[src/rtl/hex_display_pkg.sv]
// hex_display_pkg
// Shared constants and types for the hex display blocks: digit count,
// blank segment pattern, the 7-segment vector type and the active-low
// nibble-to-segment table. Segment bit order is {g,f,e,d,c,b,a}.
package hex_display_pkg;

    localparam int NUM_DIGITS = 8;

    typedef logic [6:0] seg7_t;

    localparam seg7_t SEG_BLANK = 7'h7F;

    // Active-low segment codes, indexed by nibble value 0..F.
    localparam seg7_t SEG_TABLE [16] = '{
        7'h40, 7'h79, 7'h24, 7'h30,
        7'h19, 7'h12, 7'h02, 7'h78,
        7'h00, 7'h10, 7'h08, 7'h03,
        7'h46, 7'h21, 7'h06, 7'h0E
    };

endpackage

[src/rtl/hex_display_driver_hex_to_seg7.sv]
// hex_to_seg7
// Combinational nibble to active-low 7-segment decoder.
// Ports:
//   nibble_i : 4-bit hex value
//   seg_o    : segments {g,f,e,d,c,b,a}, active-low
module hex_to_seg7
    import hex_display_pkg::*;
(
    input  logic [3:0] nibble_i,
    output seg7_t      seg_o
);

    assign seg_o = SEG_TABLE[nibble_i];

endmodule

[src/rtl/hex_display_driver.sv]
// hex_display_driver
// Shows a captured 32-bit value as 8 hex digits on a multiplexed,
// common-anode 7-segment display, with optional leading-zero blanking.
// Ports:
//   CLK    : system clock, rising edge
//   rst_n  : asynchronous active-low reset
//   data_i : value to display
//   load_i : capture strobe, data_i sampled on the edge where it is 1
//   en_i   : display enable, 0 turns all anodes off
//   AN     : digit anodes, active-low, AN[i] shows nibble i
//   SEG    : segments {g,f,e,d,c,b,a}, active-low
//   DP     : decimal point, active-low, held off
module hex_display_driver
    import hex_display_pkg::*;
#(
    parameter int REFRESH_DIV   = 50000,
    parameter int BLANK_LEADING = 1
) (
    input  logic        CLK,
    input  logic        rst_n,
    input  logic [31:0] data_i,
    input  logic        load_i,
    input  logic        en_i,
    output logic [7:0]  AN,
    output logic [6:0]  SEG,
    output logic        DP
);

    localparam int PRESC_W = (REFRESH_DIV > 2) ? $clog2(REFRESH_DIV) : 1;
    localparam logic [PRESC_W-1:0] PRESC_TC = PRESC_W'(REFRESH_DIV - 1);

    logic [31:0]        data_d,  data_q;
    logic [PRESC_W-1:0] presc_d, presc_q;
    logic [2:0]         digit_d, digit_q;
    logic [7:0]         an_d,    an_q;
    seg7_t              seg_d,   seg_q;
    logic               dp_d,    dp_q;

    logic [NUM_DIGITS-1:0] blank;
    logic [3:0]            nibble;
    seg7_t                 seg_dec;

    assign nibble = data_q[{digit_q, 2'b00} +: 4];

    hex_to_seg7 u_dec (
        .nibble_i (nibble),
        .seg_o    (seg_dec)
    );

    // Digit i is a leading zero when every nibble from i upward is zero.
    // Digit 0 is never blanked so a zero value still shows one "0".
    always_comb begin
        blank = '0;
        for (int i = 1; i < NUM_DIGITS; i++) begin
            blank[i] = (BLANK_LEADING != 0) && ((data_q >> (4 * i)) == 32'd0);
        end
    end

    always_comb begin
        data_d  = load_i ? data_i : data_q;
        presc_d = presc_q + 1'b1;
        digit_d = digit_q;
        if (presc_q == PRESC_TC) begin
            presc_d = '0;
            digit_d = digit_q + 3'd1;
        end

        an_d  = 8'hFF;
        seg_d = SEG_BLANK;
        dp_d  = 1'b1;
        if (en_i && !blank[digit_q]) begin
            an_d  = ~(8'b1 << digit_q);
            seg_d = seg_dec;
        end
    end

    always_ff @(posedge CLK or negedge rst_n) begin
        if (!rst_n) begin
            data_q  <= '0;
            presc_q <= '0;
            digit_q <= '0;
            an_q    <= 8'hFF;
            seg_q   <= SEG_BLANK;
            dp_q    <= 1'b1;
        end else begin
            data_q  <= data_d;
            presc_q <= presc_d;
            digit_q <= digit_d;
            an_q    <= an_d;
            seg_q   <= seg_d;
            dp_q    <= dp_d;
        end
    end

    assign AN  = an_q;
    assign SEG = seg_q;
    assign DP  = dp_q;

endmodule

[config.mk]
export PLATFORM = sky130hd
export DESIGN_NAME = hex_display_driver
export DESIGN_NICKNAME = d
export VERILOG_FILES = /design/src/rtl/hex_display_pkg.sv /design/src/rtl/hex_display_driver_hex_to_seg7.sv /design/src/rtl/hex_display_driver.sv
export SDC_FILE = /design/constraint.sdc
export NUM_CORES = 1
export LEC_CHECK = 0
export ABC_CLOCK_PERIOD_IN_PS = 2200
export BUFFER_PORTS_ARGS = -buffer_cell sky130_fd_sc_hd__buf_2
export CAP_MARGIN = 20
export CORE_UTILIZATION = 35
export CTS_CLUSTER_SIZE = 14
export DETAILED_ROUTE_END_ITERATION = 10
export GPL_ROUTABILITY_DRIVEN = 0
export PLACE_DENSITY = 0.55
export SLEW_MARGIN = 40
export SYNTH_ARGS = -nofsm -noshare
export SYNTH_HDL_FRONTEND = slang
export SYNTH_SLANG_ARGS = --single-unit
[constraint.sdc]
create_clock -name CLK -period 2.2 [get_ports CLK]
set_input_delay 0.22 -clock CLK [delete_from_list [all_inputs] [get_ports CLK]]
set_output_delay 0.22 -clock CLK [all_outputs]
set_load 0.05 [all_outputs]
==> results_dict.tcl <==
set metrics [dict create \
    utilization_pct 43.3 \
    timing.final.max_slew_violations 0 \
    post-cts-setup-buffers 0 \
    io_buffer_count 50 \
    synth_cells 240 \
    crit_path_end_kind "flop" \
    ctsLongestPathBuffers 2 \
    p_leak_nw 1.67 \
    p_per_area_nw_per_um2 726 \
    via_per_inst 5.00 \
    dp_hpwl_mm 4.43 \
    h-tree-depth 3 \
    ant_nets 0 \
    hold_viol 0 \
    grt_pass1_wl_mm 10.7 \
    first_pass_iters 4 \
    avgSynthCellArea_um2 13.1 \
    wirelength_mm 6.21 \
    synth-warning-count 0 \
    finClkSkew_ps 7.81 \
    vias 2065 \
    cpLargestDelayFamily "multiplexers" \
    most-common-layout-cells "dfrtp_1, buf_2, mux2_2" \
    synthArstFlopShare_pct 100 \
    grt_pass1_vias 2144 \
    crit_buf_inv 0 \
    die_w_um 96.9 \
    rows 34 \
    root_buffer "clkbuf_8" \
    synth_area_leaders "dfrtp_1, dfstp_2, mux2_2" \
    startpoint_type "flop" \
    fin_setup_tns_ps 0 \
    synth.distinct_cells 42 \
    initial_core_util_pct 36.2 \
    grt_max_degree 67 \
    fmax_mhz 476 \
    synthesis.nets 289 \
    cts_buffers 9 \
    post-route-drc-count 0 \
    synthFlopType "dfrtp_1" \
    final_layout_size_suffix_gt1_share_pct 43.9 \
    yosysTopAreaCell "dfrtp_1" \
    overflow 0 \
    min_path_type "primary input to flop" \
    yosysSeqAreaShare_pct 53.0 \
    cap_viol_max_count 0 \
    core_area_um2 8720 \
    cp_slowest_cell "mux4_1" \
    period_minus_slack_ps 2100 \
    cp_max_fo 5 \
    maxSlewHeadroom_pct 52.8 \
    drt-wirelength-per-cell_um 15.0 \
    cts_tree "built" \
    reg2reg_setup_slack_ps 100 \
    drt_iter0_markers 57 \
    synth_edf_count 0 \
    antenna_cells 0 \
    outcome "finished clean" \
    die_y_um 96.9 \
    period_share_pct 95.5 \
    crit_type "flop to flop" \
    critical_path_arrival_ps 2360 \
    rsz0062_at_grt "no" \
    die_area_um2 9400 \
    worst_slew_pin_slew_ps 708 \
    syn2layout_area_growth_pct 19.6 \
    cp_common_cell "mux2_2" \
    total_power_w 0.00274 \
    yosysTopAreaCellShare_pct 40.5 \
    grtUsageTotal_pct 14.8 \
    cts.sinks 66 \
    yosys_register_bits 66 \
    peakVddDrop_mv 0.317 \
    finalSetupViolations 0 \
    insertion_delay_ps 350 \
    clk_pin_slew_worst_paths_ps 70 \
    cp_cell_sequence "mux4_1 > mux2_2 > ha_1 > mux2_2 > nand2_1 > o211ai_1" \
    synth_area_um2 3150 \
    slowest_delay_ps 560 \
    pin_count 52 \
    antenna_found_initial 0 \
    fin_nets 349 \
    crit_required_ps 2460 \
]
report_power, final:
group | switching, W | internal [W] | leakage, nW
clock | 0.000443 | 0.000585 | 0.101
sequential | 0.0000550 | 0.00130 | 0.782
combinational | 0.000192 | 0.000162 | 0.786
state kept, by name (all words and copies together), names as in the netlist:
register / count
SEG: 7
AN: 8
data_q: 32
digit_q: 3
presc_q: 16
cell type report:
class	count	area, µm²
inverters	6	22.5
multi-input cells	156	1400
flip-flops and latches	66	1670
well taps	108	135
repair buffers	61	348
clock inverters	2	35.0
clock buffers	14	163
fillers	819	4950
logic make-up after synthesis:
| group | share of synthesized area, % |
|---|---|
| other cells | 0.119 |
| fa+ha+maj | 5.16 |
| buf+inv | 2.78 |
| xor+xnor | 4.17 |
| mux | 21.5 |
| flops | 53.0 |
| simple gates | 9.68 |
| compound gates | 3.65 |
synthesized netlist by cell type, drive strengths merged (2+ instances only):
library cell / instances
buf: 8
mux4: 8
mux2: 35
clkbuf: 4
inv: 6
or4: 2
ha: 13
nand2: 11
a21oi: 2
xor2: 9
nor2: 11
dfstp: 15
and3: 5
o21ai: 3
o211ai: 2
nor3: 3
dfrtp: 51
nand3: 15
xnor2: 6
nor4: 5
o221ai: 3
nand2b: 3
mux2i: 8
what timing repair did:
| item | CTS | global route |
|---|---|---|
| resized for setup | 0 | 3 |
| hold endpoints to repair | 51 | 0 |
| setup endpoints to repair | 0 | 7 |
| hold buffers | 1 | 0 |
stage by stage:
step	instances	setup slack, ps	hold WS [ps]	cell area [µm²]
3_5_place_dp	396	35.6	266	3560
6_report	413	98.0	99.1	3770
4_1_cts	413	38.9	87.5	3770
3_3_place_gp	396	50.3	269	3560
2_1_floorplan	240	38.9	-75.6	3150
5_1_grt	413	14.7	83.5	3770
path summary, 6_finish.rpt:
path                            start          to  cells after the start
max                        digit_q[1]      SEG[4]                      6
min                        data_i[16]  data_q[16]                      2
max reg2reg                digit_q[1]      SEG[4]                      6
min reg2reg                presc_q[0]  presc_q[0]                      1
max in group asynchronous       rst_n       AN[2]                      3
min in group asynchronous       rst_n  presc_q[6]                      3
layer usage:
metal / track usage, % / vias to the layer above / share of wire [%]
met1: 19.4 / 1010 / 48
met3: 4.70 / 12 / 5.3
met4: 7.81 / 0 / 2.3
met5: 0 / - / 0
met2: 21.7 / 60 / 45
li1: - / 983 / -
No activity file was read; power rests on OpenSTA's default activity.
